<file path="src/rtl/button_command_frontend_pkg.sv">
// Shared definitions for the button command front end and the associative buffer:
// command encodings, FSM states, button indices and the press-priority helper.
package button_command_frontend_pkg;

    typedef enum logic [1:0] {
        CTRL_NONE = 2'd0,
        CTRL_LOAD = 2'd1,
        CTRL_INCR = 2'd2,
        CTRL_CLR  = 2'd3
    } ctrl_t;

    typedef enum logic {
        IDLE         = 1'b0,
        WAIT_RELEASE = 1'b1
    } state_t;

    localparam int NUM_BTNS  = 4;
    localparam int BTN_INCR  = 0;
    localparam int BTN_LOAD  = 1;
    localparam int BTN_CLR   = 2;
    localparam int BTN_READ  = 3;

    typedef struct packed {
        logic  fire;
        logic  is_read;
        ctrl_t ctrl;
    } cmd_sel_t;

    // Simultaneous rising edges resolve as read > clr > load > incr.
    function automatic cmd_sel_t select_cmd(input logic [NUM_BTNS-1:0] rise);
        cmd_sel_t sel;
        sel.fire    = |rise;
        sel.is_read = 1'b0;
        sel.ctrl    = CTRL_NONE;
        if (rise[BTN_READ]) begin
            sel.is_read = 1'b1;
        end else if (rise[BTN_CLR]) begin
            sel.ctrl = CTRL_CLR;
        end else if (rise[BTN_LOAD]) begin
            sel.ctrl = CTRL_LOAD;
        end else if (rise[BTN_INCR]) begin
            sel.ctrl = CTRL_INCR;
        end
        return sel;
    endfunction

endpackage

</file>
<file path="src/rtl/button_command_frontend_if.sv">
// Command bus from the front end into the associative buffer.
// Handshake: cmd_valid is a one-cycle strobe with no ready; the buffer must accept
// ctrl/key/data_in or start_reading in the very cycle cmd_valid is high.
interface button_command_frontend_if
    import button_command_frontend_pkg::*;
#(
    parameter int KEY_WIDTH  = 4,
    parameter int DATA_WIDTH = 4
) ();

    ctrl_t                 ctrl;
    logic [KEY_WIDTH-1:0]  key;
    logic [DATA_WIDTH-1:0] data_in;
    logic                  start_reading;
    logic                  cmd_valid;

    modport master (
        output ctrl,
        output key,
        output data_in,
        output start_reading,
        output cmd_valid
    );

    modport slave (
        input ctrl,
        input key,
        input data_in,
        input start_reading,
        input cmd_valid
    );

endinterface

</file>
<file path="src/rtl/button_command_frontend_debouncer.sv">
// Two-flop synchroniser plus stability counter for one raw push-button.
// The debounced level flips only after DEBOUNCE_CYCLES consecutive differing samples.
module button_command_frontend_debouncer #(
    parameter int DEBOUNCE_CYCLES = 500000,
    parameter int CNT_WIDTH       = 20
) (
    input  logic clk,
    input  logic async_reset,
    input  logic raw,
    output logic level
);

    localparam logic [CNT_WIDTH-1:0] CNT_LAST = CNT_WIDTH'(DEBOUNCE_CYCLES - 1);

    logic [1:0]           sync_q, sync_d;
    logic                 level_q, level_d;
    logic [CNT_WIDTH-1:0] cnt_q, cnt_d;
    logic                 synced;

    assign synced = sync_q[1];
    assign level  = level_q;

    always_comb begin
        sync_d  = {sync_q[0], raw};
        level_d = level_q;
        cnt_d   = cnt_q;
        if (synced == level_q) begin
            cnt_d = '0;
        end else if (cnt_q == CNT_LAST) begin
            level_d = ~level_q;
            cnt_d   = '0;
        end else begin
            cnt_d = cnt_q + CNT_WIDTH'(1);
        end
    end

    always_ff @(posedge clk or posedge async_reset) begin
        if (async_reset) begin
            sync_q  <= '0;
            level_q <= 1'b0;
            cnt_q   <= '0;
        end else begin
            sync_q  <= sync_d;
            level_q <= level_d;
            cnt_q   <= cnt_d;
        end
    end

endmodule

</file>
<file path="src/rtl/button_command_frontend.sv">
// Debounces four buttons, snapshots the switches and turns each debounced press
// into exactly one single-cycle command on the buffer's command bus.
module button_command_frontend
    import button_command_frontend_pkg::*;
#(
    parameter int KEY_WIDTH       = 4,
    parameter int DATA_WIDTH      = 4,
    parameter int DEBOUNCE_CYCLES = 500000,
    parameter int CNT_WIDTH       = 20
) (
    input  logic                  clk,
    input  logic                  async_reset,
    input  logic                  btn_load,
    input  logic                  btn_incr,
    input  logic                  btn_clr,
    input  logic                  btn_read,
    input  logic [KEY_WIDTH-1:0]  sw_key,
    input  logic [DATA_WIDTH-1:0] sw_data,
    button_command_frontend_if.master cmd,
    output state_t                dbg_state
);

    logic [NUM_BTNS-1:0] raw_btn;
    logic [NUM_BTNS-1:0] level;
    logic [NUM_BTNS-1:0] rise;
    cmd_sel_t            sel;

    assign raw_btn = {btn_read, btn_clr, btn_load, btn_incr};

    for (genvar i = 0; i < NUM_BTNS; i++) begin : g_deb
        button_command_frontend_debouncer #(
            .DEBOUNCE_CYCLES(DEBOUNCE_CYCLES),
            .CNT_WIDTH      (CNT_WIDTH)
        ) u_deb (
            .clk        (clk),
            .async_reset(async_reset),
            .raw        (raw_btn[i]),
            .level      (level[i])
        );
    end

    state_t                state_q, state_d;
    logic [NUM_BTNS-1:0]   prev_q, prev_d;
    logic [KEY_WIDTH-1:0]  key_meta_q, key_meta_d, key_sync_q, key_sync_d;
    logic [DATA_WIDTH-1:0] data_meta_q, data_meta_d, data_sync_q, data_sync_d;
    ctrl_t                 ctrl_q, ctrl_d;
    logic [KEY_WIDTH-1:0]  key_q, key_d;
    logic [DATA_WIDTH-1:0] data_q, data_d;
    logic                  start_reading_q, start_reading_d;
    logic                  cmd_valid_q, cmd_valid_d;

    // prev_q tracks the debounced levels every cycle, so a button still held when
    // the FSM returns to IDLE produces no rising edge and cannot fire again.
    assign rise = level & ~prev_q;
    assign sel  = select_cmd(rise);

    always_comb begin
        prev_d          = level;
        key_meta_d      = sw_key;
        key_sync_d      = key_meta_q;
        data_meta_d     = sw_data;
        data_sync_d     = data_meta_q;
        state_d         = state_q;
        ctrl_d          = CTRL_NONE;
        key_d           = key_q;
        data_d          = data_q;
        start_reading_d = 1'b0;
        cmd_valid_d     = 1'b0;
        case (state_q)
            IDLE: begin
                if (sel.fire) begin
                    cmd_valid_d = 1'b1;
                    state_d     = WAIT_RELEASE;
                    if (sel.is_read) begin
                        start_reading_d = 1'b1;
                    end else begin
                        ctrl_d = sel.ctrl;
                        key_d  = key_sync_q;
                        data_d = data_sync_q;
                    end
                end
            end
            WAIT_RELEASE: begin
                if (level == '0) begin
                    state_d = IDLE;
                end
            end
            default: state_d = IDLE;
        endcase
    end

    always_ff @(posedge clk or posedge async_reset) begin
        if (async_reset) begin
            state_q         <= IDLE;
            prev_q          <= '0;
            key_meta_q      <= '0;
            key_sync_q      <= '0;
            data_meta_q     <= '0;
            data_sync_q     <= '0;
            ctrl_q          <= CTRL_NONE;
            key_q           <= '0;
            data_q          <= '0;
            start_reading_q <= 1'b0;
            cmd_valid_q     <= 1'b0;
        end else begin
            state_q         <= state_d;
            prev_q          <= prev_d;
            key_meta_q      <= key_meta_d;
            key_sync_q      <= key_sync_d;
            data_meta_q     <= data_meta_d;
            data_sync_q     <= data_sync_d;
            ctrl_q          <= ctrl_d;
            key_q           <= key_d;
            data_q          <= data_d;
            start_reading_q <= start_reading_d;
            cmd_valid_q     <= cmd_valid_d;
        end
    end

    assign cmd.ctrl          = ctrl_q;
    assign cmd.key           = key_q;
    assign cmd.data_in       = data_q;
    assign cmd.start_reading = start_reading_q;
    assign cmd.cmd_valid     = cmd_valid_q;
    assign dbg_state         = state_q;

endmodule

</file>
<file path="src/flat_wrapper.sv">
// flat-port wrapper written by rule: the top's interface ports become plain ports
module button_command_frontend_flat import button_command_frontend_pkg::*;
#(
    parameter int KEY_WIDTH       = 4,
    parameter int DATA_WIDTH      = 4,
    parameter int DEBOUNCE_CYCLES = 500000,
    parameter int CNT_WIDTH       = 20
)
  (clk, async_reset, btn_load, btn_incr, btn_clr, btn_read, sw_key, sw_data, dbg_state, cmd_ctrl, cmd_key, cmd_data_in, cmd_start_reading, cmd_cmd_valid);
  button_command_frontend_if #(.KEY_WIDTH(KEY_WIDTH), .DATA_WIDTH(DATA_WIDTH)) cmd_i ();
  input  logic clk;
  input  logic async_reset;
  input  logic btn_load;
  input  logic btn_incr;
  input  logic btn_clr;
  input  logic btn_read;
  input  logic [KEY_WIDTH-1:0] sw_key;
  input  logic [DATA_WIDTH-1:0] sw_data;
  output state_t dbg_state;
  output wire logic [$bits(cmd_i.ctrl)-1:0] cmd_ctrl;
  output wire logic [$bits(cmd_i.key)-1:0] cmd_key;
  output wire logic [$bits(cmd_i.data_in)-1:0] cmd_data_in;
  output wire logic [$bits(cmd_i.start_reading)-1:0] cmd_start_reading;
  output wire logic [$bits(cmd_i.cmd_valid)-1:0] cmd_cmd_valid;
  assign cmd_ctrl = cmd_i.ctrl;
  assign cmd_key = cmd_i.key;
  assign cmd_data_in = cmd_i.data_in;
  assign cmd_start_reading = cmd_i.start_reading;
  assign cmd_cmd_valid = cmd_i.cmd_valid;
  button_command_frontend #(.KEY_WIDTH(KEY_WIDTH), .DATA_WIDTH(DATA_WIDTH), .DEBOUNCE_CYCLES(DEBOUNCE_CYCLES), .CNT_WIDTH(CNT_WIDTH)) u_core (.clk(clk), .async_reset(async_reset), .btn_load(btn_load), .btn_incr(btn_incr), .btn_clr(btn_clr), .btn_read(btn_read), .sw_key(sw_key), .sw_data(sw_data), .cmd(cmd_i), .dbg_state(dbg_state));
endmodule
</file>
<file path="config.mk">
export PLATFORM = sky130hd
export DESIGN_NAME = button_command_frontend_flat
export DESIGN_NICKNAME = d
export VERILOG_FILES = /design/src/rtl/button_command_frontend_pkg.sv /design/src/rtl/button_command_frontend_if.sv /design/src/rtl/button_command_frontend_debouncer.sv /design/src/rtl/button_command_frontend.sv /design/src/flat_wrapper.sv
export SDC_FILE = /design/constraint.sdc
export NUM_CORES = 1
export LEC_CHECK = 0
export CORE_MARGIN = 2
export CORE_UTILIZATION = 60
export DETAILED_ROUTE_END_ITERATION = 6
export PLACE_DENSITY = 0.89
export SLEW_MARGIN = 0
export SYNTH_ARGS = -nofsm -noshare
export SYNTH_HDL_FRONTEND = slang
export SYNTH_HIERARCHICAL = 1
export SYNTH_SLANG_ARGS = --single-unit
</file>
<file path="constraint.sdc">
create_clock -name clk -period 2.7 [get_ports clk]
set_clock_uncertainty 0.1 [all_clocks]
set_input_delay 0.405 -clock clk [delete_from_list [all_inputs] [get_ports clk]]
set_output_delay 0.405 -clock clk [all_outputs]
set_load 0.1 [all_outputs]
</file>
* Word-level counts from Yosys, hierarchy flattened *
Cells that the tools add are included.

cells by class
  muxes and demuxes = 23
  reductions and logical operators = 7
  $add $sub $neg = 4
  equal/unequal tests = 8
  bitwise operators = 12

operator list
  kind                     number
  $mux W20                 8
  $add A20 B1 Y20 const B  4
  $eq A20 B19 Y1 const B   4
  $mux W2                  7
  $not A1 Y1               10
  $reduce_and A2 Y1        4
  $mux W1                  7
  $and A4 B4 Y4            1
  $eq A1 B1 Y1             4
  $logic_not A4 Y1         1
  $not A4 Y4               1
  $reduce_or A4 Y1         1
  $reduce_and A3 Y1        1
  $pmux W1 S2              1

storage, ports and cells
  bits of input ports = 14
  register bits after elaboration = 125
  word-level logic and storage cells = 77

* Longest topological paths before layout *
Gate-level depths: netlist of run 1.

  word-level depth = 9
  depth in mapped cells = 6
  gate-level depth less buffers = 5

* By module *
Netlist of run 1, hierarchy kept.

modules (own cells, without submodules)
  module                             cells an instance  area an instance (um2)  sequential area each (um2)  times used
  button_command_frontend_debouncer  111                1144.8                  575.6                       4
  button_command_frontend            57                 1036.0                  825.8                       1

* Worst setup path after synthesis of run 1 *
Ideal clock, no wire load.

  kind = register -> register
  from = reg u_core.g_deb[0].u_deb.cnt_q[10]
  to = reg u_core.g_deb[0].u_deb.level_q
  arrival time = 1804 ps
  required time = 2475 ps
  library setup time = 125 ps
  cell stages (with the launch flop) = 5
  buffers on the path = 0
  slack = 672 ps
  path through = dfrtp_1 > or4_1 > or3_4 > nor2_4 > mux2_2

on the way
  longest elaborated chain between the ends = 2

ends and longest elaborated chain
  item                                line                                     text
  start: declaration                  button_command_frontend_debouncer.sv:17  logic [CNT_WIDTH-1:0] cnt_q, cnt_d;
  start signal: assignment            button_command_frontend_debouncer.sv:45  cnt_q <= cnt_d;
  $eq A20 B19 Y1                      button_command_frontend_debouncer.sv:29  end else if (cnt_q == CNT_LAST) begin
  $reduce_and A2 Y1 (no source line)  -
  end signal: assignment              button_command_frontend_debouncer.sv:44  level_q <= level_d;
  end: declaration                    button_command_frontend_debouncer.sv:16  logic level_q, level_d;

No other way between the ends.
A chain may end at the register's enable or synchronous reset.

* Worst setup path in the final report of run 1 *
  from = reg u_core.g_deb[2].u_deb.cnt_q[10]
  to = reg u_core.g_deb[2].u_deb.cnt_q[3]

on the way
  longest elaborated chain between the ends = 3

ends and longest elaborated chain
  item                                line                                     text
  start: declaration                  button_command_frontend_debouncer.sv:17
  start signal: assignment            button_command_frontend_debouncer.sv:45
  $eq A20 B19 Y1                      button_command_frontend_debouncer.sv:29
  $mux W20                            button_command_frontend_debouncer.sv:29
  $mux W20                            button_command_frontend_debouncer.sv:27  if (synced == level_q) begin
  via u_core.g_deb[2].u_deb.cnt_d[3]  button_command_frontend_debouncer.sv:17

The timed path passes the listed nets, and every way through them passes these cells.

==> results of run 1 <==
==> worst max path at each step <==
stage / start / end / slack (ns)
2_1_floorplan: u_core/g_deb[0].u_deb/cnt_q[10] / u_core/g_deb[0].u_deb/level / 0.67
3_3_place_gp: u_core/g_deb[2].u_deb/cnt_q[10] / u_core/g_deb[2].u_deb/cnt_q[11] / 0.63
3_5_place_dp: u_core/g_deb[2].u_deb/cnt_q[10] / u_core/g_deb[2].u_deb/cnt_q[3] / 0.54
4_1_cts: u_core/g_deb[1].u_deb/cnt_q[5] / u_core/g_deb[1].u_deb/cnt_q[18] / 0.50
5_1_grt: u_core/g_deb[2].u_deb/cnt_q[0] / u_core/g_deb[2].u_deb/cnt_q[3] / 0.36
6_report: u_core/g_deb[2].u_deb/cnt_q[10] / u_core/g_deb[2].u_deb/cnt_q[3] / 0.46
==> power by group through the flow <==
stage	Clock [W]	Sequential [W]	Combinational (W)
after global routing	0.00230	0.00194	0.000135
final	0.00220	0.00193	0.000118
after floorplan	0	0.00196	0.0000778
after CTS	0.00223	0.00193	0.000122
after detailed placement	0	0.00196	0.000120
after global placement	0	0.00196	0.000112
==> per-layer routing <==
layer | part of all wire (%) | track usage [%]
met5 | 0 | 0
met4 | 1.6 | 9.48
met3 | 5.2 | 5.41
met2 | 54 | 45.2
met1 | 40 | 31.9
==> stage by stage <==
| stage | utilization, % | hold slack, ns | total power [W] |
|---|---|---|---|
| global placement | 65.1 | 0.232 | 0.00207 |
| CTS | 71.4 | 0.126 | 0.00429 |
| global route | 71.4 | 0.165 | 0.00437 |
| floorplan | - | 0.231 | 0.00203 |
| finish | 71.4 | 0.130 | 0.00425 |
| detailed placement | 65.1 | 0.235 | 0.00208 |
==> cells by family after synthesis <==
| kind of cell | count (synthesis) |
|---|---|
| xor gates and xnor gates | 68 |
| buffers and inverters | 29 |
| muxes | 21 |
| and+or+nand+nor | 235 |
| AOI/OAI and AO/OA | 19 |
| adders and majority gates | 4 |
| DFF | 125 |
==> Yosys cell counts <==
cell	instances	share of area [%]
xor2_1	8	1.2
nand2_1	12	0.80
a311oi_4	1	0.47
nor3_1	16	1.4
mux2_2	12	2.4
nor4_4	4	1.5
ha_1	4	0.89
or3_4	4	0.80
nand2b_1	5	0.56
nand4_1	20	2.2
inv_1	21	1.4
mux2i_1	9	1.6
and4_2	1	0.18
o21ai_4	4	1.2
dfrtp_1	125	56
and4_1	4	0.62
nand3_1	28	2.5
a21oi_1	10	0.89
nor2_4	4	0.80
and3_1	4	0.45
nor2_1	94	6.3
or4bb_1	4	0.80
clkbuf_1	4	0.27
nor4_1	25	2.8
nor2b_1	1	0.11
nand2b_2	1	0.16
buf_6	4	0.80
nand4_2	4	0.89
or4_1	4	0.53
o21ai_0	4	0.36
xnor2_1	60	9.4
==> area by class of cell <==
type,count,area share [%]
Clock buffer,22,7.08
Sequential cell,125,47.9
Clock inverter,10,1.74
Tap cell,111,2.12
Multi-Input combinational cell,347,35.9
Inverter,21,1.21
Timing Repair Buffer,31,4.06
==> worst register-to-register path, stage by stage, from the launching register on <==
cell     delay [ns]
dfrtp_1        0.43
or4_1          0.58
or3_4          0.45
o21ai_4        0.41
nor2_1         0.13
==> registers in the layout, indices dropped and copies added, names as in the netlist <==
| signal | count |
|---|---|
| u_core/g_deb.u_deb/sync_q | 8 |
| u_core/cmd.cmd_valid | 1 |
| u_core/data_sync_q | 4 |
| u_core/dbg_state | 1 |
| u_core/key_meta_q | 4 |
| u_core/key_sync_q | 4 |
| u_core/cmd.ctrl | 2 |
| u_core/cmd.start_reading | 1 |
| u_core/data_meta_q | 4 |
| u_core/g_deb.u_deb/cnt_q | 80 |
| u_core/g_deb.u_deb/level | 4 |
| u_core/prev_q | 4 |
| u_core/cmd.data_in | 4 |
| u_core/cmd.key | 4 |
==> layout by cell type (no fill, tap or decap), types with 10 or more instances in the layout <==
cell	count
a21oi_1	10
buf_4	18
clkbuf_16	16
clkdlybuf4s50_1	13
dfrtp_1	125
inv_1	21
mux2_2	12
nand2_1	12
nand3_1	28
nand4_1	20
nor2_1	94
nor3_1	16
nor4_1	25
xnor2_1	60
==> results.tsv, run 1 <==
stage	metric	value	unit
run_status	status	completed	
logic_synthesis	synth_compound_area_share	2.87	%
logic_synthesis	ys_ff_latch	125	
die	rows	35	
sta	hold_viol_final	0	
detailed_routing	dr_total_vias	4036	
sta	setup_tns	0	ns
finish	multiInputGateArea	2350	um^2
clock_network	numCtsBuffers	17	
die	num_io_pins	27	
global_routing	antenna_found_initial	0	
detailed_routing	drt_wl_total	12200	um
power	p_int	0.00333	W
power	vdd_drop_max	0.426	mV
clock_network	clk_pin_slew	0.06	ns
global_routing	grt_max_degree	34	
logic_synthesis	synth_xor_area_share	10.6	%
clock_network	post_cts_buffers	0	
run	drv_cap	0	
logic_synthesis	synth_cells	501	
power	p_switching	0.000919	W
worst_setup_path	startpoint_type	flip-flop	
clock_network	cts_tree	yes	
worst_setup_path	r2r_start	u_core/g_deb[2].u_deb/cnt_q[10]	
global_routing	grt_usage	26.0	%
logic_synthesis	avgSynthCellArea	11.2	um^2
min_path	hp-class	input pin to asynchronous set/reset pin	
detailed_routing	wl_per_cell	18.3	um
sta	fin_crit	2.24	ns
detailed_routing	drt-initial-drc-count	239	
sta	fmax	0.447	GHz
sta	rsz0062_at_grt	false	
finish	nFillCells	590	
worst_setup_path	worstSetupEndpointType	flip-flop	
detailed_routing	drcViolationCount	0	
worst_setup_path	cpMaxStageDelayCell	or4_1	
logic_synthesis	synth_nets	519	
logic_synthesis	syn_area	5620	um^2
finish	fin_area	6540	um^2
placed_design	dp_cells	635	
placed_design	pre_cts_ws	0.539	ns
logic_synthesis	yosys-mux-area-fraction	4.01	%
sta	finalCritPeriodShare	82.9	%
worst_setup_path	worstPathRequired	2.97	ns
worst_setup_path	cp_data_arrival_time	2.51	ns
placed_design	dp_hpwl	7290	um
power	power_frac_clock	51.8	%
power	swShare	21.6	%
clock_network	clock-sinks	125	
placed_design	place.gp.congestion	0.861	
finish	nets	561	
worst_setup_path	crit_family	simple AND/OR/NAND/NOR gates	
sta	setup_violations	0	
power	p_leak	2.75	nW
logic_synthesis	synth_fa_ha_area_share	0.891	%
finish	syn_to_final_growth	16.4	%
global_routing	grt_overflow	0	
finish	final_layout_size_suffix_gt1_share	14.9	%
clock_network	clockBufferDepth	2	
clock_network	clk-insertion-delay-late	0.51	ns
worst_setup_path	r2r_cells	4	
clock_network	ctsHoldBuffers	0	
worst_setup_path	regToRegSetupSlack	0.46	ns
worst_setup_path	rr_endpoint	u_core/g_deb[2].u_deb/cnt_q[3]	
die	core-area	9150	um^2
power	seq_power_share	45.5	%
die	die_w	101	um
clock_network	cts_resized	0	
placed_design	io_buffer_count	26	
sta	tightestPinTransition	0.741	ns
finish	diodes	0	
worst_setup_path	crit_path_max_incr_delay	0.58	ns
worst_setup_path	crit_buf_inv	0	
worst_setup_path	crit_chain	or4_1, or3_4, o21ai_4, nor2_1	
worst_setup_path	crit_type	flip-flop to flip-flop	
sta	relSlewSlack	50.1	%
logic_synthesis	synth_cell_types	31	
die	start_util	61.4	%
die	die-area	10100	um^2
global_routing	grt_pass1_vias	4098	
logic_synthesis	synth_top_family_by_area	simple AND/OR/NAND/NOR gates	
die	die_h	101	um
clock_network	cts-root-buf	clkbuf_8	
worst_setup_path	critPathMaxFanout	16	
logic_synthesis	yosys_warnings	6	
power	p_comb_share	2.8	%
worst_setup_path	cp.depth	4	
logic_synthesis	ys_seq_area_share	55.7	%
power	p_per_area	650	nW/um^2
sta	finalMaxSlewViolations	0	
placed_design	place_area	5960	um^2
detailed_routing	dr.pass1.iters	5	
clock_network	h-tree-depth	4	
sta	worst_slack	0.462	ns
global_routing	grt_pass1_wl	20300	um
logic_synthesis	synth-simple-area-share	23.4	%
detailed_routing	antenna_left	0	
finish	final_cells	667	
finish	seq_area	3130	um^2
detailed_routing	avgViaCountPerCell	6.05	
No activity file was read; power rests on OpenSTA's default activity.
==> inputs of run 2 (changes only) <==
Settings changed: CORE_UTILIZATION 60 to 54, PLACE_DENSITY 0.89 to 0.85.
Clock period 2.7 ns to 1.82 ns, I/O delays scaled along.
==> results.tsv, run 2 (synthesized netlist as in run 1, its figures left out) <==
stage	metric	value	unit	change
power	p_leak	3.32	nW	+21%
worst_setup_path	worstSetupEndpointType	flip-flop		
global_routing	grt_overflow	0		unchanged
run	drv_cap	0		unchanged
detailed_routing	drcViolationCount	0		unchanged
clock_network	numCtsBuffers	17		unchanged
sta	relSlewSlack	55.2	%	+5.1 points
die	die_w	106	um	+5.2%
placed_design	dp_cells	728		+15%
worst_setup_path	r2r_cells	5		+1
finish	top_register	u_core/g_deb.u_deb/cnt_q		
finish	final_common_cell	dfrtp_1		
worst_setup_path	critPathMaxFanout	8		-8
placed_design	io_buffer_count	26		unchanged
worst_setup_path	rr_endpoint	u_core/g_deb[0].u_deb/cnt_q[14]		
die	start_util	54.9	%	-6.5 points
worst_setup_path	startpoint_type	flip-flop		
clock_network	clock-sinks	125		unchanged
detailed_routing	dr_total_vias	4940		+22%
finish	nets	646		+15%
sta	tightestPinTransition	0.667	ns	-0.0739 ns
placed_design	place.gp.congestion	0.897		+4.3%
global_routing	grt_pass1_wl	25400	um	+25%
sta	setup_tns	-14.62	ns	-14.62 ns
run_status	status	finished, violations left		
sta	fin_crit	2.13	ns	-0.111 ns
worst_setup_path	crit_type	flip-flop to flip-flop		
clock_network	cts-root-buf	clkbuf_8		
finish	fin_area	7880	um^2	+21%
detailed_routing	drt_wl_total	18500	um	+52%
sta	worst_slack	-0.306	ns	-0.769 ns
power	vdd_drop_max	0.756	mV	+78%
detailed_routing	drt-initial-drc-count	490		+110%
die	num_io_pins	27		unchanged
die	die_h	106	um	+5.2%
die	rows	37		+5.7%
finish	final_cells	777		+16%
placed_design	place_area	6730	um^2	+13%
min_path	hold_end	u_core/g_deb[0].u_deb/sync_q[0]		
detailed_routing	avgViaCountPerCell	6.36		+5.1%
run_status	violations	setup timing		
worst_setup_path	worstPathRequired	2.12	ns	-0.85 ns
min_path	worstHoldStart	btn_incr		
sta	fmax	0.470	GHz	+5.2%
finish	syn_to_final_growth	40.4	%	
finish	final_layout_size_suffix_gt1_share	32.8	%	+18 points
finish	largestRegisters	u_core/g_deb.u_deb/cnt_q (80), u_core/g_deb.u_deb/sync_q (8)		
clock_network	clk-insertion-delay-late	0.54	ns	+0.03 ns
sta	hold_viol_final	0		unchanged
die	die-area	11200	um^2	+11%
clock_network	cts_tree	yes		
sta	setup_violations	80		+80
finish	largest_reg_flops	80		unchanged
clock_network	h-tree-depth	4		unchanged
placed_design	pre_cts_ws	-0.154	ns	-0.693 ns
detailed_routing	wl_per_cell	23.8	um	+30%
power	p_per_area	910	nW/um^2	+40%
clock_network	clockBufferDepth	2		unchanged
sta	rsz0062_at_grt	true		
sta	finalMaxSlewViolations	0		unchanged
clock_network	ctsHoldBuffers	0		unchanged
min_path	holdPathStages	1		
sta	finalCritPeriodShare	117	%	+34 points
worst_setup_path	regToRegSetupSlack	-0.31	ns	-0.77 ns
detailed_routing	antenna_left	0		unchanged
finish	diodes	0		unchanged
min_path	hp-class	input pin to flip-flop		
clock_network	clk_pin_slew	0.06	ns	about the same
placed_design	dp_hpwl	8420	um	+16%
worst_setup_path	r2r_start	u_core/g_deb[0].u_deb/cnt_q[6]		
global_routing	grt_pass1_vias	4937		+20%
global_routing	antenna_found_initial	0		unchanged
global_routing	grt_usage	30.2	%	+4.2 points
detailed_routing	dr.pass1.iters	5		unchanged
finish	final_cell_mix	dfrtp_1 (124), buf_4 (78), nor2_1 (75), xnor2_1 (60), nand3_1 (27)		
global_routing	grt_max_degree	34		unchanged
die	core-area	10200	um^2	+12%
worst_setup_path	cp_data_arrival_time	2.43	ns	-0.08 ns
[run 2: changes by cell type in the layout (fill, tap and decap cells not counted), moves of 9 or more]
cell | before | now
nor2_4 | 4 | 13
buf_12 | 0 | 16
nor2_2 | 0 | 10
nor4_1 | 25 | 11
nor2_1 | 94 | 75
buf_4 | 18 | 78
[run 2: how the worst max path moves through the flow]
stage                                         start                         endpoint
detailed placement  u_core/g_deb[0].u_deb/cnt_q[19]      u_core/g_deb[0].u_deb/level
floorplan           u_core/g_deb[0].u_deb/cnt_q[19]      u_core/g_deb[0].u_deb/level
CTS                 u_core/g_deb[0].u_deb/cnt_q[19]  u_core/g_deb[0].u_deb/cnt_q[11]
finish               u_core/g_deb[0].u_deb/cnt_q[6]  u_core/g_deb[0].u_deb/cnt_q[14]
global route         u_core/g_deb[0].u_deb/cnt_q[6]  u_core/g_deb[0].u_deb/cnt_q[16]
global placement    u_core/g_deb[0].u_deb/cnt_q[19]      u_core/g_deb[0].u_deb/level
[run 2: critical path, stage by stage (launching register included)]
cell     delay [ns]
dfrtp_1        0.39
or4_4          0.57
or3_4          0.46
o21ai_4        0.21
buf_6          0.17
nor2_2         0.07
[run 2: report_power, final]
part           internal (W)  switching [W]  total (W)
registers           0.00283      0.0000388    0.00287
clock network       0.00275        0.00131    0.00406
logic             0.0000952       0.000153   0.000248
total               0.00567        0.00150    0.00717
[run 2: timing repair]
item / CTS / global route
resized for setup: 14 / 56
endpoints found under the setup margin: 79 / 81
cloned: 1 / 1
pin swaps: 5 / 20
buffers inserted: 8 / 12
[run 2: routing by layer]
layer,vias to the layer above,share of wire (%),global-route usage (%)
li1,1997,-,-
met1,2383,35,32.8
met2,416,48,52.9
met3,144,8.5,7.42
met4,0,8.5,18.7
met5,-,0,0
[run 2: metrics by stage]
stage,power (W),utilization [%],hold WS (ns)
global route,0.00736,77.1,0.0603
CTS,0.00709,74.1,0.0628
floorplan,0.00302,-,0.175
detailed placement,0.00312,65.8,0.235
finish,0.00717,77.1,0.0710
global placement,0.00310,65.8,0.232
[run 2: cell type report]
type                       count  area (um^2)
clock inverter                11          235
tap                          136          170
timing repair buffer         116         1150
multi-input combinational    347         2660
inverter                      21         78.8
clock buffer                  21          459
fill                         522         2350
sequential                   125         3130
==> inputs of run 3 (changes only) <==
Settings changed: CTS_CLUSTER_DIAMETER set to 100.
==> results of run 3 <==
Final layout, timing and power as in run 2 (identical DEF).
